## src/rtl/if_fetch_pkg.sv

```systemverilog
// Shared encodings and widths for the instruction-fetch stage.
// Reset level, stall levels, bus widths and FSM state codes.
package if_fetch_pkg;

  localparam logic RST_ENABLE = 1'b1;
  localparam logic STOP       = 1'b1;
  localparam logic NO_STOP    = 1'b0;

  localparam int STOP_W      = 6;
  localparam int INST_ADDR_W = 32;
  localparam int INST_W      = 32;

  localparam logic [INST_W-1:0]      ZERO_WORD  = '0;
  localparam logic [INST_ADDR_W-1:0] INITIAL_PC = 32'h0000_0000;

  typedef enum logic [1:0] {
    IF_BOOT = 2'b00,
    IF_REQ  = 2'b01,
    IF_HOLD = 2'b10,
    IF_ADEL = 2'b11
  } if_state_e;

  function automatic logic [INST_ADDR_W-1:0] align_pc(
    input logic [INST_ADDR_W-1:0] a
  );
    return {a[INST_ADDR_W-1:2], 2'b00};
  endfunction

endpackage

```

## src/rtl/if_fetch.sv

```systemverilog
// Instruction fetch: PC, req/ack fetch FSM and delayed branch redirect.
// IF_ADEL_EN adds a misaligned-fetch exception in place of the request.
module if_fetch
  import if_fetch_pkg::*;
#(
  parameter logic [INST_ADDR_W-1:0] RESET_PC = INITIAL_PC,
  parameter int unsigned            PC_STEP  = 4
) (
  input  logic                   clk,
  input  logic                   rst,
  input  logic [STOP_W-1:0]      stall,
  input  logic                   branch_flag_i,
  input  logic [INST_ADDR_W-1:0] branch_target_i,
  output logic                   inst_req_o,
  output logic [INST_ADDR_W-1:0] inst_addr_o,
  input  logic                   inst_ack_i,
  input  logic [INST_W-1:0]      inst_rdata_i,
  output logic [INST_ADDR_W-1:0] if_pc_o,
  output logic [INST_W-1:0]      if_inst_o,
  output logic                   stallreq_o
`ifdef IF_ADEL_EN
  ,
  output logic                   if_excp_adel_o
`endif
);

  if_state_e state;

  logic [INST_ADDR_W-1:0] pc;
  logic [INST_ADDR_W-1:0] redir_pc;
  logic [INST_ADDR_W-1:0] next_pc;
  logic [INST_ADDR_W-1:0] issue_addr;
  logic [INST_ADDR_W-1:0] tgt;
  logic                   redir_valid;
  logic                   run;
  logic                   issue;
  logic                   consume;
  logic                   bad_addr;
  logic                   stall_unused;

  assign run     = (stall[0] == NO_STOP);
  assign next_pc = redir_valid ? redir_pc
                 : pc + INST_ADDR_W'(PC_STEP);

  assign stallreq_o = (state == IF_REQ) & ~inst_ack_i;

`ifdef IF_ADEL_EN
  assign tgt          = branch_target_i;
  assign bad_addr     = (issue_addr[1:0] != 2'b00);
  assign stall_unused = &{1'b0, stall[STOP_W-1:1]};
`else
  // Without the exception path a misaligned target can never be fetched.
  assign tgt          = align_pc(branch_target_i);
  assign bad_addr     = 1'b0;
  assign stall_unused = &{1'b0, stall[STOP_W-1:1],
                          branch_target_i[1:0]};
`endif

  always_comb begin
    issue      = 1'b0;
    consume    = 1'b0;
    issue_addr = next_pc;
    unique case (state)
      IF_BOOT: begin
        issue      = 1'b1;
        issue_addr = pc;
      end
      IF_REQ: begin
        if (inst_ack_i && run) begin
          issue   = 1'b1;
          consume = 1'b1;
        end
      end
      IF_HOLD: begin
        if (run) begin
          issue   = 1'b1;
          consume = 1'b1;
        end
      end
      default: ;
    endcase
  end

  always_ff @(posedge clk) begin
    if (rst == RST_ENABLE) begin
      state       <= IF_BOOT;
      pc          <= RESET_PC;
      redir_pc    <= '0;
      redir_valid <= 1'b0;
      inst_req_o  <= 1'b0;
      inst_addr_o <= '0;
      if_pc_o     <= '0;
      if_inst_o   <= ZERO_WORD;
`ifdef IF_ADEL_EN
      if_excp_adel_o <= 1'b0;
`endif
    end else begin
      // A branch in the consuming cycle wins: it targets the next update.
      if (branch_flag_i) begin
        redir_pc    <= tgt;
        redir_valid <= 1'b1;
      end else if (consume) begin
        redir_valid <= 1'b0;
      end

      if (state == IF_REQ && inst_ack_i) begin
        if_pc_o   <= pc;
        if_inst_o <= inst_rdata_i;
`ifdef IF_ADEL_EN
        if_excp_adel_o <= 1'b0;
`endif
        if (!run) begin
          state      <= IF_HOLD;
          inst_req_o <= 1'b0;
        end
      end

      if (state == IF_ADEL) begin
        if_pc_o   <= pc;
        if_inst_o <= ZERO_WORD;
`ifdef IF_ADEL_EN
        if_excp_adel_o <= 1'b1;
`endif
        state <= IF_HOLD;
      end

      if (issue) begin
        pc <= issue_addr;
        if (bad_addr) begin
          inst_req_o <= 1'b0;
          state      <= IF_ADEL;
        end else begin
          inst_req_o  <= 1'b1;
          inst_addr_o <= issue_addr;
          state       <= IF_REQ;
        end
      end
    end
  end

endmodule

```

## config.mk

```make
export PLATFORM = sky130hd
export DESIGN_NAME = if_fetch
export DESIGN_NICKNAME = d
export VERILOG_FILES = /design/src/rtl/if_fetch_pkg.sv /design/src/rtl/if_fetch.sv
export SDC_FILE = /design/constraint.sdc
export NUM_CORES = 1
export LEC_CHECK = 0
export ABC_CLOCK_PERIOD_IN_PS = 2970
export CAP_MARGIN = 20
export CELL_PAD_IN_SITES_DETAIL_PLACEMENT = 0
export CELL_PAD_IN_SITES_GLOBAL_PLACEMENT = 1
export CORE_ASPECT_RATIO = 1.2
export CORE_MARGIN = 2
export CORE_UTILIZATION = 34
export DETAILED_ROUTE_END_ITERATION = 6
export GPL_TIMING_DRIVEN = 0
export PLACE_DENSITY_LB_ADDON = 0.1
export SETUP_SLACK_MARGIN = 0.2
export SYNTH_ARGS = -nofsm -noshare
export SYNTH_HDL_FRONTEND = slang
export SYNTH_SLANG_ARGS = --single-unit
```

## constraint.sdc

```tcl
create_clock -name clk -period 2.97 [get_ports clk]
set_input_delay 0.594 -clock clk [delete_from_list [all_inputs] [get_ports clk]]
set_output_delay 0.594 -clock clk [all_outputs]
set_load 0.1 [all_outputs]
```

==> impl_metrics.tcl, run 1 <==
set metrics [dict create \
    cts-hold-fix-buffers 0 \
    place.gp.congestion 0.9045 \
    synth_edf_count 0 \
    wire_per_inst_um 17.47 \
    fin_skew_ps 3.981 \
    final_cells 1106 \
    path_max_fanout 7 \
    critPathRequiredTime_ps 2380 \
    hold_viol 0 \
    initialDrtViolationCount 526 \
    final_cell_mix "nand2_1 (158), clkdlybuf4s50_1 (149), dfxtp_1 (124)" \
    grtUsageTotal 0.2190 \
    rsz0062_at_grt "false" \
    firstDrtPassIters 5 \
    layout_commonest_cell "nand2_1" \
    status "complete, no violations" \
    ys_ff_latch 126 \
    ys_seq_area_frac 0.4503 \
    worst_path_max_delay_cell "clkdlybuf4s50_1" \
    grt_pass1_wl_mm 29.72 \
    p_per_area_mw_per_mm2 594.2 \
    vias 5804 \
    syn_area_mm2 0.005602 \
    cts.htree.levels 4 \
    ys_warn_count 0 \
    viasPerCell 5.248 \
    synth-main-ff-cell "dfxtp_1" \
    drc_errors 0 \
    grt_pass1_vias 5342 \
    synth.area.top_cells "dfxtp_1 (45%), nand2_1 (11%), a21oi_1 (7.9%)" \
    critPathCaptureType "output port" \
    period_minus_slack_ps 2745 \
    cts-buffers-inserted 17 \
    overflow 0 \
    path_delay_family "buffers and inverters" \
    timing.hold.ws_ps 448.8 \
    leakage_nw 2.991 \
    synth_cells 699 \
    fill_cells 1554 \
    critPathBufInv 1 \
    cts_tree "yes" \
    synth.distinct_cells 56 \
    cp_slowest_stage_delay_ps 1210 \
    die_area_mm2 0.01752 \
    cp-start-kind "flop" \
    fin_crit_sh 0.9241 \
    initial_core_util 0.3456 \
    final_nets 960 \
    max-vdd-ir-drop_uv 314.4 \
    clock_sinks 126 \
    drv_slew 0 \
    wl_met2_mm 9.165 \
    drive_gt1_frac 0.06376 \
    fin_ws_ps 225.3 \
    placed_cells 1073 \
    io_pins 172 \
    cp_cell_sequence "clkdlybuf4s50_1" \
    grt_max_degree 17 \
    hpwl_mm 14.09 \
    syn_to_final_growth_pct 45.19 \
    max_freq_mhz 364.3 \
    critPathKind "flop to output port" \
    highest_layer "met4" \
    wirelength_mm 19.32 \
    holdCritPathClass "flop to flop" \
    clk_latency_ps 420 \
    die_w_um 121.2 \
    setup_tns_ps 0 \
    met3_length_mm 1.383 \
    synth-async-reset-ratio 0 \
    port_buffers 159 \
    cp.arrival_ps 2150 \
    antenna_found_initial 0 \
    cap_violations 0 \
    setup_viol 0 \
    ant_nets 0 \
    wl_met1_mm 8.348 \
    pre_cts_ws_ps 14.41 \
    clock-root-buffer "clkbuf_16" \
    fp.dieH_um 144.6 \
    yosysTopAreaCell "dfxtp_1" \
    maxSlewHeadroom 0.3094 \
    row_count 51 \
    worstMarginPinSlew_ps 1033 \
    post_cts_buffers 0 \
    n_antenna_cell 0 \
    avgSynthCellArea_um2 8.014 \
    clockBufferDepth 2 \
    synth_top_area_frac 0.4503 \
    core_area_mm2 0.01621 \
    path_clk_slew_ps 60 \
]
[routing by layer]
metal  track usage  up-vias
met3       0.05521       36
met4       0.08832        0
li1              -     2841
met5             0        -
met2        0.3516      267
met1        0.2813     2660
[registers in the layout, indices dropped and copies added (netlist names)]
name and count:
if_pc_o 30, redir_pc 30, inst_req_o 1, if_inst_o 32, state 2, redir_valid 1, pc 30
[cells in the mapped netlist (4+ instances only)]
cell	count
buf_1	11
nor3_1	13
clkbuf_1	38
or4_1	7
inv_1	7
or2_2	4
nor2_1	55
a211o_1	5
nand2_1	158
a31oi_1	12
ha_1	5
o311ai_0	4
a21oi_1	88
mux2i_1	31
o21ai_0	19
nor4_1	7
dfxtp_1	126
and3_1	6
nand4_1	12
o211ai_1	8
nand3_1	15
buf_2	6
o31ai_1	5
buf_4	4
and4_1	4
a32o_1	4
[area by class of cell]
cell class	instances	area, µm²	share of cell area
repair buffers	160	1608	0.1977
clock inverters	13	185.2	0.02277
inverters	7	26.28	0.003231
multi-input cells	509	2815	0.3462
clock buffers	19	452.9	0.05569
plain buffers	60	255.2	0.03138
well taps	212	265.3	0.03262
flip-flops and latches	126	2525	0.3105
[worst min-delay path, stage by stage, from the launching register on]
cell,delay [ps]
dfxtp_1,300
nand2_1,50
a21oi_1,50
[cells by family after synthesis]
kind of cell / Yosys count / share of synthesized area
buffers and inverters: 67 / 0.05026
multiplexers: 31 / 0.05539
AO/OA/AOI/OAI: 173 / 0.1919
adder cells (fa/ha/maj): 5 / 0.01117
other: 1 / 0.0006694
AND/OR/NAND/NOR: 296 / 0.2403
flip-flops: 126 / 0.4503
[power by group]
group	switching, mW	leakage (nW)	internal [mW]
clock	0.788	0.310	1.45
combinational	0.545	1.65	0.234
sequential	0.0592	1.03	1.76
total	1.39	2.99	3.44
[repair_timing]
action / in CTS / in global routing
resized for setup: 4 / 7
setup endpoints to repair: 4 / 7
cloned: 0 / 0
[through the flow]
stage,total power [mW],util,instance area (µm²)
6_report,4.833,0.5018,8133
5_1_grt,5.010,0.5018,8133
4_1_cts,4.869,0.5005,8112
3_5_place_dp,2.629,0.4614,7478
3_3_place_gp,2.622,0.4610,7472
2_1_floorplan,2.366,-,5615
[path summary, 6_finish.rpt]
path,start,slack (ps),end,cells after the start
max,pc[22]$_SDFFE_PP0P_,230,inst_addr_o[22],1
min,if_pc_o[27]$_SDFFE_PP0P_,450,if_pc_o[27]$_SDFFE_PP0P_,2
max reg2reg,state[0]$_SDFFE_PP0P_,440,pc[23]$_SDFFE_PP0P_,8
min reg2reg,if_pc_o[27]$_SDFFE_PP0P_,450,if_pc_o[27]$_SDFFE_PP0P_,2
No activity file was read; power rests on OpenSTA's default activity.
==> inputs of run 2 (changes only) <==
Settings changed: CORE_MARGIN 2 to unset.
==> run 2 against run 1 <==
Register-to-register slack worse by 50 ps. Critical path depth is the same. Utilization down 0.26 points. Combinational power fell by 0.6%. Wire length fell by 2.7%. Cell area down 0.91%. Maximum frequency barely moved. Non-clock buffer count did not move. Clock power down 10%. First-iteration DRC count fell by 32%. Critical path type unchanged.
==> impl_metrics.tcl, run 2 (synthesized netlist as in run 1, its figures left out) <==
set metrics [dict create \
    critPathRequiredTime_ps 2380 \
    firstDrtPassIters 5 \
    fin_util 0.4992 \
    hold_viol 0 \
    finalPower_mw 4.603 \
    antenna_found_initial 0 \
    drive_gt1_frac 0.06376 \
    wirelength_mm 18.81 \
    max_freq_mhz 364.4 \
    final_cell_mix "nand2_1 (158), clkdlybuf4s50_1 (149), dfxtp_1 (124)" \
    initial_core_util 0.3470 \
    cts_tree "yes" \
    period_minus_slack_ps 2745 \
    wire_per_inst_um 17.00 \
    critPathCapture "inst_addr_o[13]" \
    reg2regPathDepth 8 \
    cp_num_cells 1 \
    r2r_start "state[0]$_SDFFE_PP0P_" \
    regMostFlops "if_inst_o" \
    critPathKind "flop to output port" \
    busiest_layer "met2" \
    path_delay_family "buffers and inverters" \
    leakage_nw 2.937 \
    fp.dieH_um 142.6 \
    reg2reg_to "pc[23]$_SDFFE_PP0P_" \
    cp_cell_sequence "clkdlybuf4s50_1" \
    post_cts_buffers 0 \
    cts-hold-fix-buffers 0 \
    critPathBufInv 1 \
    cts-buffers-inserted 17 \
    worstMarginPinSlew_ps 1078 \
    clk_latency_ps 430 \
    cp.arrival_ps 2150 \
    die_w_um 119.2 \
    p_per_area_mw_per_mm2 571.1 \
    layout_commonest_cell "nand2_1" \
    grt_pass1_vias 5404 \
    rsz0062_at_grt "false" \
    ant_nets 0 \
    max-vdd-ir-drop_uv 340.8 \
    fin_skew_ps 7.741 \
    cts.htree.levels 4 \
    holdCritPathClass "flop to flop" \
    use_met2 0.3654 \
    row_count 51 \
    status "complete, no violations" \
    path_clk_slew_ps 60 \
    drv_slew 0 \
    largest_reg_flops 32 \
    clockBufferDepth 2 \
    initialDrtViolationCount 359 \
    place.gp.congestion 0.8779 \
    setup_tns_ps 0 \
    port_buffers 159 \
    syn_to_final_growth_pct 43.87 \
    cap_violations 0 \
    met1_usage 0.2709 \
    cp_slowest_stage_delay_ps 1220 \
    n_antenna_cell 0 \
    timing.hold.ws_ps 451.6 \
    vias 5764 \
    grt_max_degree 17 \
    grt_use_met3 0.05248 \
    hpwl_mm 13.99 \
    setup_viol 0 \
    grtUsageTotal 0.2215 \
    cp-startpoint "pc[13]$_SDFFE_PP0P_" \
    min_path_cells 2 \
    overflow 0 \
    core_area_mm2 0.01614 \
    rrSetupSlack_ps 390 \
    drc_errors 0 \
    die_area_mm2 0.01699 \
    path_max_fanout 7 \
    io_pins 172 \
    viasPerCell 5.212 \
    maxSlewHeadroom 0.2749 \
    final_nets 960 \
    clock-root-buffer "clkbuf_16" \
    critPathCaptureType "output port" \
    fin_crit_sh 0.9241 \
    cp-start-kind "flop" \
    grt_pass1_wl_mm 28.94 \
    worst_path_max_delay_cell "clkdlybuf4s50_1" \
    clock_sinks 126 \
]
run 2: worst min path at each step:
stage                               from                   endpoint
3_5_place_dp    if_pc_o[26]$_SDFFE_PP0P_   if_pc_o[26]$_SDFFE_PP0P_
2_1_floorplan  redir_pc[22]$_SDFFE_PP0P_  redir_pc[22]$_SDFFE_PP0P_
5_1_grt         if_pc_o[10]$_SDFFE_PP0P_   if_pc_o[10]$_SDFFE_PP0P_
6_report        if_pc_o[12]$_SDFFE_PP0P_   if_pc_o[12]$_SDFFE_PP0P_
4_1_cts         if_pc_o[26]$_SDFFE_PP0P_   if_pc_o[26]$_SDFFE_PP0P_
3_3_place_gp    if_pc_o[14]$_SDFFE_PP0P_   if_pc_o[14]$_SDFFE_PP0P_
run 2: metrics by stage:
| step | std cells | setup WS, ps | cell area [µm²] |
|---|---|---|---|
| floorplan | 702 | 270.4 | 5615 |
| finish | 1106 | 225.4 | 8059 |
| detailed placement | 1074 | 33.61 | 7482 |
| CTS | 1106 | 202.2 | 8048 |
| global placement | 1073 | 27.47 | 7472 |
| global route | 1106 | 178.2 | 8059 |
run 2: cell type report:
type	instances	area (µm²)
Clock buffer	18	439.2
Clock inverter	14	131.4
Sequential cell	126	2525
Inverter	7	26.28
Fill cell	1577	8085
Tap cell	212	265.3
Timing Repair Buffer	160	1608
Buffer	60	255.2
Multi-Input combinational cell	509	2809
run 2: metal layers:
metal / up-vias / routed length (µm)
met5: - / 0
met4: 0 / 478
met3: 32 / 1274
met2: 255 / 8972
met1: 2641 / 8080
li1: 2836 / -
run 2: repair_timing:
action / CTS / global route
hold endpoints to repair: 0 / 0
gates resized for setup: 4 / 8
endpoints found under the setup margin: 4 / 7
gates cloned: 0 / 0
run 2: where the power goes:
group / total [mW] / leakage, nW / switching [mW] / internal [mW]
combinational: 0.774 / 1.65 / 0.540 / 0.234
clock: 2.01 / 0.258 / 0.831 / 1.18
sequential: 1.82 / 1.03 / 0.0603 / 1.76
total: 4.60 / 2.94 / 1.43 / 3.17
